## src/rtl/uart_tx.sv

```systemverilog
// UART transmitter: start / LSB-first data / optional parity / stop on an idle-high line.
// Defining UART_TX_DBUF_EN adds a one-entry holding register so frames can run back to back.
module uart_tx #(
  parameter int P_UART_BUADRATE    = 115200,
  parameter int P_SYSTEM_CLK       = 100000000,
  parameter int P_UART_START_WIDTH = 1,
  parameter int P_UART_DATA_WIDTH  = 8,
  parameter int P_UART_STOP_WIDTH  = 1,
  parameter int P_UART_CHECK_WIDTH = 1,
  parameter int P_UART_CHECK       = 1
) (
  input  logic                         i_clk,
  input  logic                         i_rst,
  input  logic [P_UART_DATA_WIDTH-1:0] i_user_tx_data,
  input  logic                         i_user_tx_valid,
  output logic                         o_user_tx_ready,
  output logic                         o_uart_tx
);

  localparam int          P_DIV      = P_SYSTEM_CLK / P_UART_BUADRATE;
  localparam logic [15:0] DIV_LAST   = 16'(P_DIV - 1);
  localparam logic [7:0]  START_LAST = 8'(P_UART_START_WIDTH - 1);
  localparam logic [7:0]  DATA_LAST  = 8'(P_UART_DATA_WIDTH - 1);
  localparam logic [7:0]  CHECK_LAST = 8'(P_UART_CHECK_WIDTH - 1);
  localparam logic [7:0]  STOP_LAST  = 8'(P_UART_STOP_WIDTH - 1);
  // Unknown parity codes fall back to "no parity".
  localparam bit          CHECK_EN   = (P_UART_CHECK == 1) || (P_UART_CHECK == 2);

  localparam logic [2:0] S_IDLE  = 3'd0;
  localparam logic [2:0] S_START = 3'd1;
  localparam logic [2:0] S_DATA  = 3'd2;
  localparam logic [2:0] S_CHECK = 3'd3;
  localparam logic [2:0] S_STOP  = 3'd4;

  logic [2:0]                   state;
  logic [15:0]                  baud_cnt;
  logic [7:0]                   bit_cnt;
  logic [P_UART_DATA_WIDTH-1:0] shift_reg;
  logic                         parity_bit;

  logic                         hs;
  logic                         bit_end;
  logic                         frame_end;
  logic                         start_frame;
  logic                         ready_nxt;
  logic [P_UART_DATA_WIDTH-1:0] load_data;
`ifdef UART_TX_DBUF_EN
  logic                         buf_full;
  logic                         buf_full_nxt;
  logic [P_UART_DATA_WIDTH-1:0] buf_data;
`endif

  function automatic logic parity_of(input logic [P_UART_DATA_WIDTH-1:0] d);
    parity_of = (P_UART_CHECK == 2) ? ~(^d) : (^d);
  endfunction

  assign hs        = i_user_tx_valid && o_user_tx_ready;
  assign bit_end   = (baud_cnt == DIV_LAST);
  assign frame_end = (state == S_STOP) && bit_end && (bit_cnt == STOP_LAST);

  always_comb begin
`ifdef UART_TX_DBUF_EN
    load_data    = buf_full ? buf_data : i_user_tx_data;
    // A full buffer, or a byte arriving on the very last stop clock, chains straight into START.
    start_frame  = ((state == S_IDLE) && hs) || (frame_end && (buf_full || hs));
    buf_full_nxt = buf_full;
    if (frame_end)
      buf_full_nxt = 1'b0;
    else if (hs && (state != S_IDLE))
      buf_full_nxt = 1'b1;
    ready_nxt    = !buf_full_nxt;
`else
    load_data    = i_user_tx_data;
    start_frame  = (state == S_IDLE) && hs;
    ready_nxt    = (state == S_IDLE) ? !hs : frame_end;
`endif
  end

  always_ff @(posedge i_clk or posedge i_rst) begin
    if (i_rst) begin
      state           <= S_IDLE;
      o_uart_tx       <= 1'b1;
      o_user_tx_ready <= 1'b0;
      baud_cnt        <= '0;
      bit_cnt         <= '0;
      shift_reg       <= '0;
      parity_bit      <= 1'b0;
`ifdef UART_TX_DBUF_EN
      buf_full        <= 1'b0;
      buf_data        <= '0;
`endif
    end else begin
      o_user_tx_ready <= ready_nxt;
`ifdef UART_TX_DBUF_EN
      buf_full        <= buf_full_nxt;
      if (hs && (state != S_IDLE) && !frame_end)
        buf_data <= i_user_tx_data;
`endif
      if (start_frame) begin
        state      <= S_START;
        o_uart_tx  <= 1'b0;
        baud_cnt   <= '0;
        bit_cnt    <= '0;
        shift_reg  <= load_data;
        parity_bit <= parity_of(load_data);
      end else if (state == S_IDLE) begin
        o_uart_tx <= 1'b1;
        baud_cnt  <= '0;
        bit_cnt   <= '0;
      end else if (!bit_end) begin
        baud_cnt <= baud_cnt + 16'd1;
      end else begin
        // Bit-period boundary: the next line level is registered here.
        baud_cnt <= '0;
        case (state)
          S_START: begin
            if (bit_cnt == START_LAST) begin
              bit_cnt   <= '0;
              state     <= S_DATA;
              o_uart_tx <= shift_reg[0];
              shift_reg <= shift_reg >> 1;
            end else begin
              bit_cnt <= bit_cnt + 8'd1;
            end
          end
          S_DATA: begin
            if (bit_cnt == DATA_LAST) begin
              bit_cnt <= '0;
              if (CHECK_EN) begin
                state     <= S_CHECK;
                o_uart_tx <= parity_bit;
              end else begin
                state     <= S_STOP;
                o_uart_tx <= 1'b1;
              end
            end else begin
              bit_cnt   <= bit_cnt + 8'd1;
              o_uart_tx <= shift_reg[0];
              shift_reg <= shift_reg >> 1;
            end
          end
          S_CHECK: begin
            if (bit_cnt == CHECK_LAST) begin
              bit_cnt   <= '0;
              state     <= S_STOP;
              o_uart_tx <= 1'b1;
            end else begin
              bit_cnt <= bit_cnt + 8'd1;
            end
          end
          S_STOP: begin
            if (bit_cnt == STOP_LAST) begin
              bit_cnt   <= '0;
              state     <= S_IDLE;
              o_uart_tx <= 1'b1;
            end else begin
              bit_cnt <= bit_cnt + 8'd1;
            end
          end
          default: begin
            state     <= S_IDLE;
            o_uart_tx <= 1'b1;
            bit_cnt   <= '0;
          end
        endcase
      end
    end
  end

endmodule

```

## config.mk

```make
export PLATFORM = sky130hd
export DESIGN_NAME = uart_tx
export DESIGN_NICKNAME = d
export VERILOG_FILES = /design/src/rtl/uart_tx.sv
export SDC_FILE = /design/constraint.sdc
export NUM_CORES = 1
export LEC_CHECK = 0
export ABC_AREA = 1
export CORE_MARGIN = 2
export CORE_UTILIZATION = 59
export CTS_CLUSTER_DIAMETER = 50
export DETAILED_ROUTE_END_ITERATION = 10
export PLACE_DENSITY = 0.88
export SLEW_MARGIN = 20
export SYNTH_ARGS = -nofsm -noshare
export SYNTH_HDL_FRONTEND = slang
export SYNTH_SLANG_ARGS = --single-unit
```

## constraint.sdc

```tcl
create_clock -name i_clk -period 2 [get_ports i_clk]
set_input_delay 0.6 -clock i_clk [delete_from_list [all_inputs] [get_ports i_clk]]
set_output_delay 0.6 -clock i_clk [all_outputs]
set_load 0.1 [all_outputs]
```

==> flow_summary_export.csv, run 1 <==
group,metric,value,unit
status,status,"completed",
power,power.net_switching,1470,µW
sta,hold_slack,473,ps
cells_and_area,drive_gt1_frac,0.132,
critical_path,worst_setup_path_startpoint,"i_user_tx_valid",
global_routing,grt_start_max_net_pins,39,
place,place.port_buffers,12,
clock_tree,clockRootBuffer,"clkbuf_8",
synthesis,post_synth_num_cell_types,36,
power,share_comb_of_total_power,0.487,
sta,final_hold_viol_count,0,
routing,remaining_drc_errors,0,
clock_tree,cts-resized-gates,0,
cells_and_area,layout-area-overhead-vs-synth,13.7,%
routing,wl_per_cell,12.7,µm
critical_path,crit_path_max_incr_delay,450,ps
routing,firstDrtPassIters,5,
power,max-vdd-ir-drop,0.670,mV
critical_path,crit_path_top_delay_cell,"clkdlybuf4s50_1",
synthesis,synthFlopType,"dfrtp_1",
global_routing,first_pass_grt_wire_length,8530,µm
routing,routed_wl,4910,µm
critical_path,wp_data_required,2190,ps
sta,min_period_over_period,0.871,
synthesis,yosysSeqAreaShare,0.403,
synthesis,synth_nets,334,
job,max-cap-violations,0,
sta,drv_slew,0,
clock_tree,clock_sinks,38,
routing,drt.antenna.violating_nets,0,
synthesis,post_synthesis_average_cell_area,7.38,µm²
place,detailed_place_hpwl,3640,µm
die,die_boundary_width,67.3,µm
die,die_height,67.3,µm
critical_path,critical_path.top_delay_family,"simple AND/OR/NAND/NOR gates",
die,effective_utilization_at_floorplan,0.631,
cells_and_area,final_design_instance_area_without_fill,2690,µm²
cells_and_area,final_net_count,353,
critical_path,critical_path_depth,10,
sta,max_freq,574,MHz
critical_path,worstPathBufferInverterCount,2,
critical_path,reg2reg_to,"baud_cnt[9]",
min_path,hold_path.class,"reg2reg",
critical_path,critical_path_class,"in2reg",
sta,rsz0062_at_grt,"no",
critical_path,r2r-start,"baud_cnt[0]",
sta,skew,3.44,ps
critical_path,setup.worst_path.end_class,"flip-flop",
global_routing,antenna_found_initial,0,
power,cellLeakagePower,0.00135,µW
sta,finalCriticalPeriod,1740,ps
power,power.density_cell_area,1210,nW/µm²
routing,via_per_inst,5.40,
synthesis,synth_seq_cells,38,
global_routing,grt_pass1_vias,1955,
synthesis,syn-instance-count,320,
critical_path,r2r.worst_path.cells,7,
critical_path,cp_data_arrival_time,1930,ps
critical_path,crit_path_max_fanout,8,
routing,first_iter_violations,172,
routing,num_vias,2094,
sta,worstMarginPinSlew,356,ps
critical_path,crit_path_start_kind,"input pin",
power,power.internal,1770,µW
synthesis,synth_edf_count,0,
synthesis,synthArstFlopShare,1.00,
synthesis,post_synth_instance_area,2360,µm²
critical_path,timing.reg2reg.setup_slack,320,ps
die,core_area,3740,µm²
clock_tree,clock_pin_transition_on_the_worst_setup_and_hold_timing_paths,70,ps
die,top_level_ports,13,
clock_tree,holdBufCountCts,0,
cells_and_area,layout.cells.most_common_list,"nand2_1, dfrtp_1, nor2_1",
critical_path,critical_path.most_common_cell,"nand2_1",
clock_tree,clock_tree.htree_level_count,2,
place,detailed_place.area,2580,µm²
sta,relSlewSlack,0.761,
place,gp_routability_congestion,0.835,
cells_and_area,largest_register_ffs,16,
clock_tree,cts-buffers-inserted,5,
clock_tree,cts_tree,"done",
power,clkPwrFrac,0.190,
cells_and_area,num_antenna_cells,0,
critical_path,timing.critical_path.cells,"clkdlybuf4s50_1, nand2_1, inv_1, nand3_4, nand3_1, nand2_2, nor2_8, nand2_4, nand2_1, nand2_1",
clock_tree,cts_setup_buffers,0,
global_routing,grt.total_usage,0.255,
power,pwr-share-seq,0.323,
die,fp.dieArea,4530,µm²
sta,timing.final.setup_violations,0,
critical_path,crit_path_end,"shift_reg[6]",
power,switching_share,0.453,
clock_tree,cts_max_path_buffers,2,
global_routing,grt.overflow.total,0,
clock_tree,worstSkewPairLatency,290,ps
synthesis,yosysWarnings,0,
cells_and_area,most_common_cell_after_layout_fill_and_taps_aside,"nand2_1",
die,num_rows,22,
-- cell families after synthesis --
group	synth area share
and+or+nand+nor	0.383
buffers and inverters	0.0662
DFF	0.403
AOI/OAI and AO/OA	0.0795
xor gates and xnor gates	0.0519
adders and majority gates	0.0159
-- per-layer routing --
metal	part of all wire	up-vias	track usage	wire, µm
li1	-	1055	-	-
met1	0.43	983	0.310	2110
met2	0.50	41	0.420	2470
met3	0.041	15	0.0717	203
met4	0.026	0	0.120	127
met5	0	-	0	0
-- area by class of cell --
| cell class | count | area, µm² |
|---|---|---|
| multi-input cells | 244 | 1250 |
| inverters | 34 | 128 |
| well taps | 48 | 60.1 |
| fillers | 297 | 1060 |
| repair buffers | 16 | 183 |
| flip-flops and latches | 38 | 952 |
| clock buffers | 8 | 110 |
-- per-stage QoR --
| step | TNS, ps | instances | setup slack, ps | total power [µW] | utilization |
|---|---|---|---|---|---|
| floorplan | 0 | 320 | 81.3 | 2270 | - |
| global placement | 0 | 380 | 26.5 | 2570 | 0.688 |
| detailed placement | -257 | 380 | -41.3 | 2630 | 0.688 |
| CTS | 0 | 388 | 241 | 3260 | 0.718 |
| global route | 0 | 388 | 119 | 3510 | 0.718 |
| finish | 0 | 388 | 259 | 3240 | 0.718 |
-- synth_stat cells, types with 2 or more instances --
library cell,count,area share
nand2_1,106,0.17
dfrtp_1,37,0.39
nor2_1,36,0.057
inv_1,27,0.043
nand3_1,24,0.051
a21oi_1,12,0.025
o21ai_0,8,0.017
xnor2_1,8,0.030
inv_2,6,0.0095
xor2_1,6,0.022
nand2_2,5,0.013
nand2_4,4,0.019
nand3_2,4,0.017
nand4_1,4,0.011
ha_1,3,0.016
nor2_2,3,0.0079
nor3_1,3,0.0064
a21oi_2,2,0.0074
buf_2,2,0.0042
o211ai_1,2,0.0064
o21ai_1,2,0.0042
o21ai_2,2,0.0074
-- worst min-delay path by stage --
stage	depth (start not counted)	from	end
after CTS	2	shift_reg[1]	shift_reg[1]
after detailed placement	2	shift_reg[1]	shift_reg[1]
after global placement	1	baud_cnt[0]	baud_cnt[0]
after floorplan	1	baud_cnt[0]	baud_cnt[0]
after global routing	2	shift_reg[1]	shift_reg[1]
final	2	shift_reg[5]	shift_reg[5]
-- power by group through the flow --
stage	clock network (µW)	logic (µW)	registers, µW
floorplan	0	1100	1180
global placement	0	1520	1050
detailed placement	0	1580	1060
CTS	627	1590	1050
global route	666	1770	1070
finish	616	1580	1050
-- tightest hold or removal path, stage by stage, from the launching register on --
cell     delay, ps
dfrtp_1        340
nand2_1         50
nand2_1         50
Note: power is estimated with default switching activity, not from simulation.
==> run 2, diff against run 1 <==
Settings changed: ABC_CLOCK_PERIOD_IN_PS set to 2000.
==> results of run 2 <==
Final layout, timing and power as in run 1 (identical DEF).
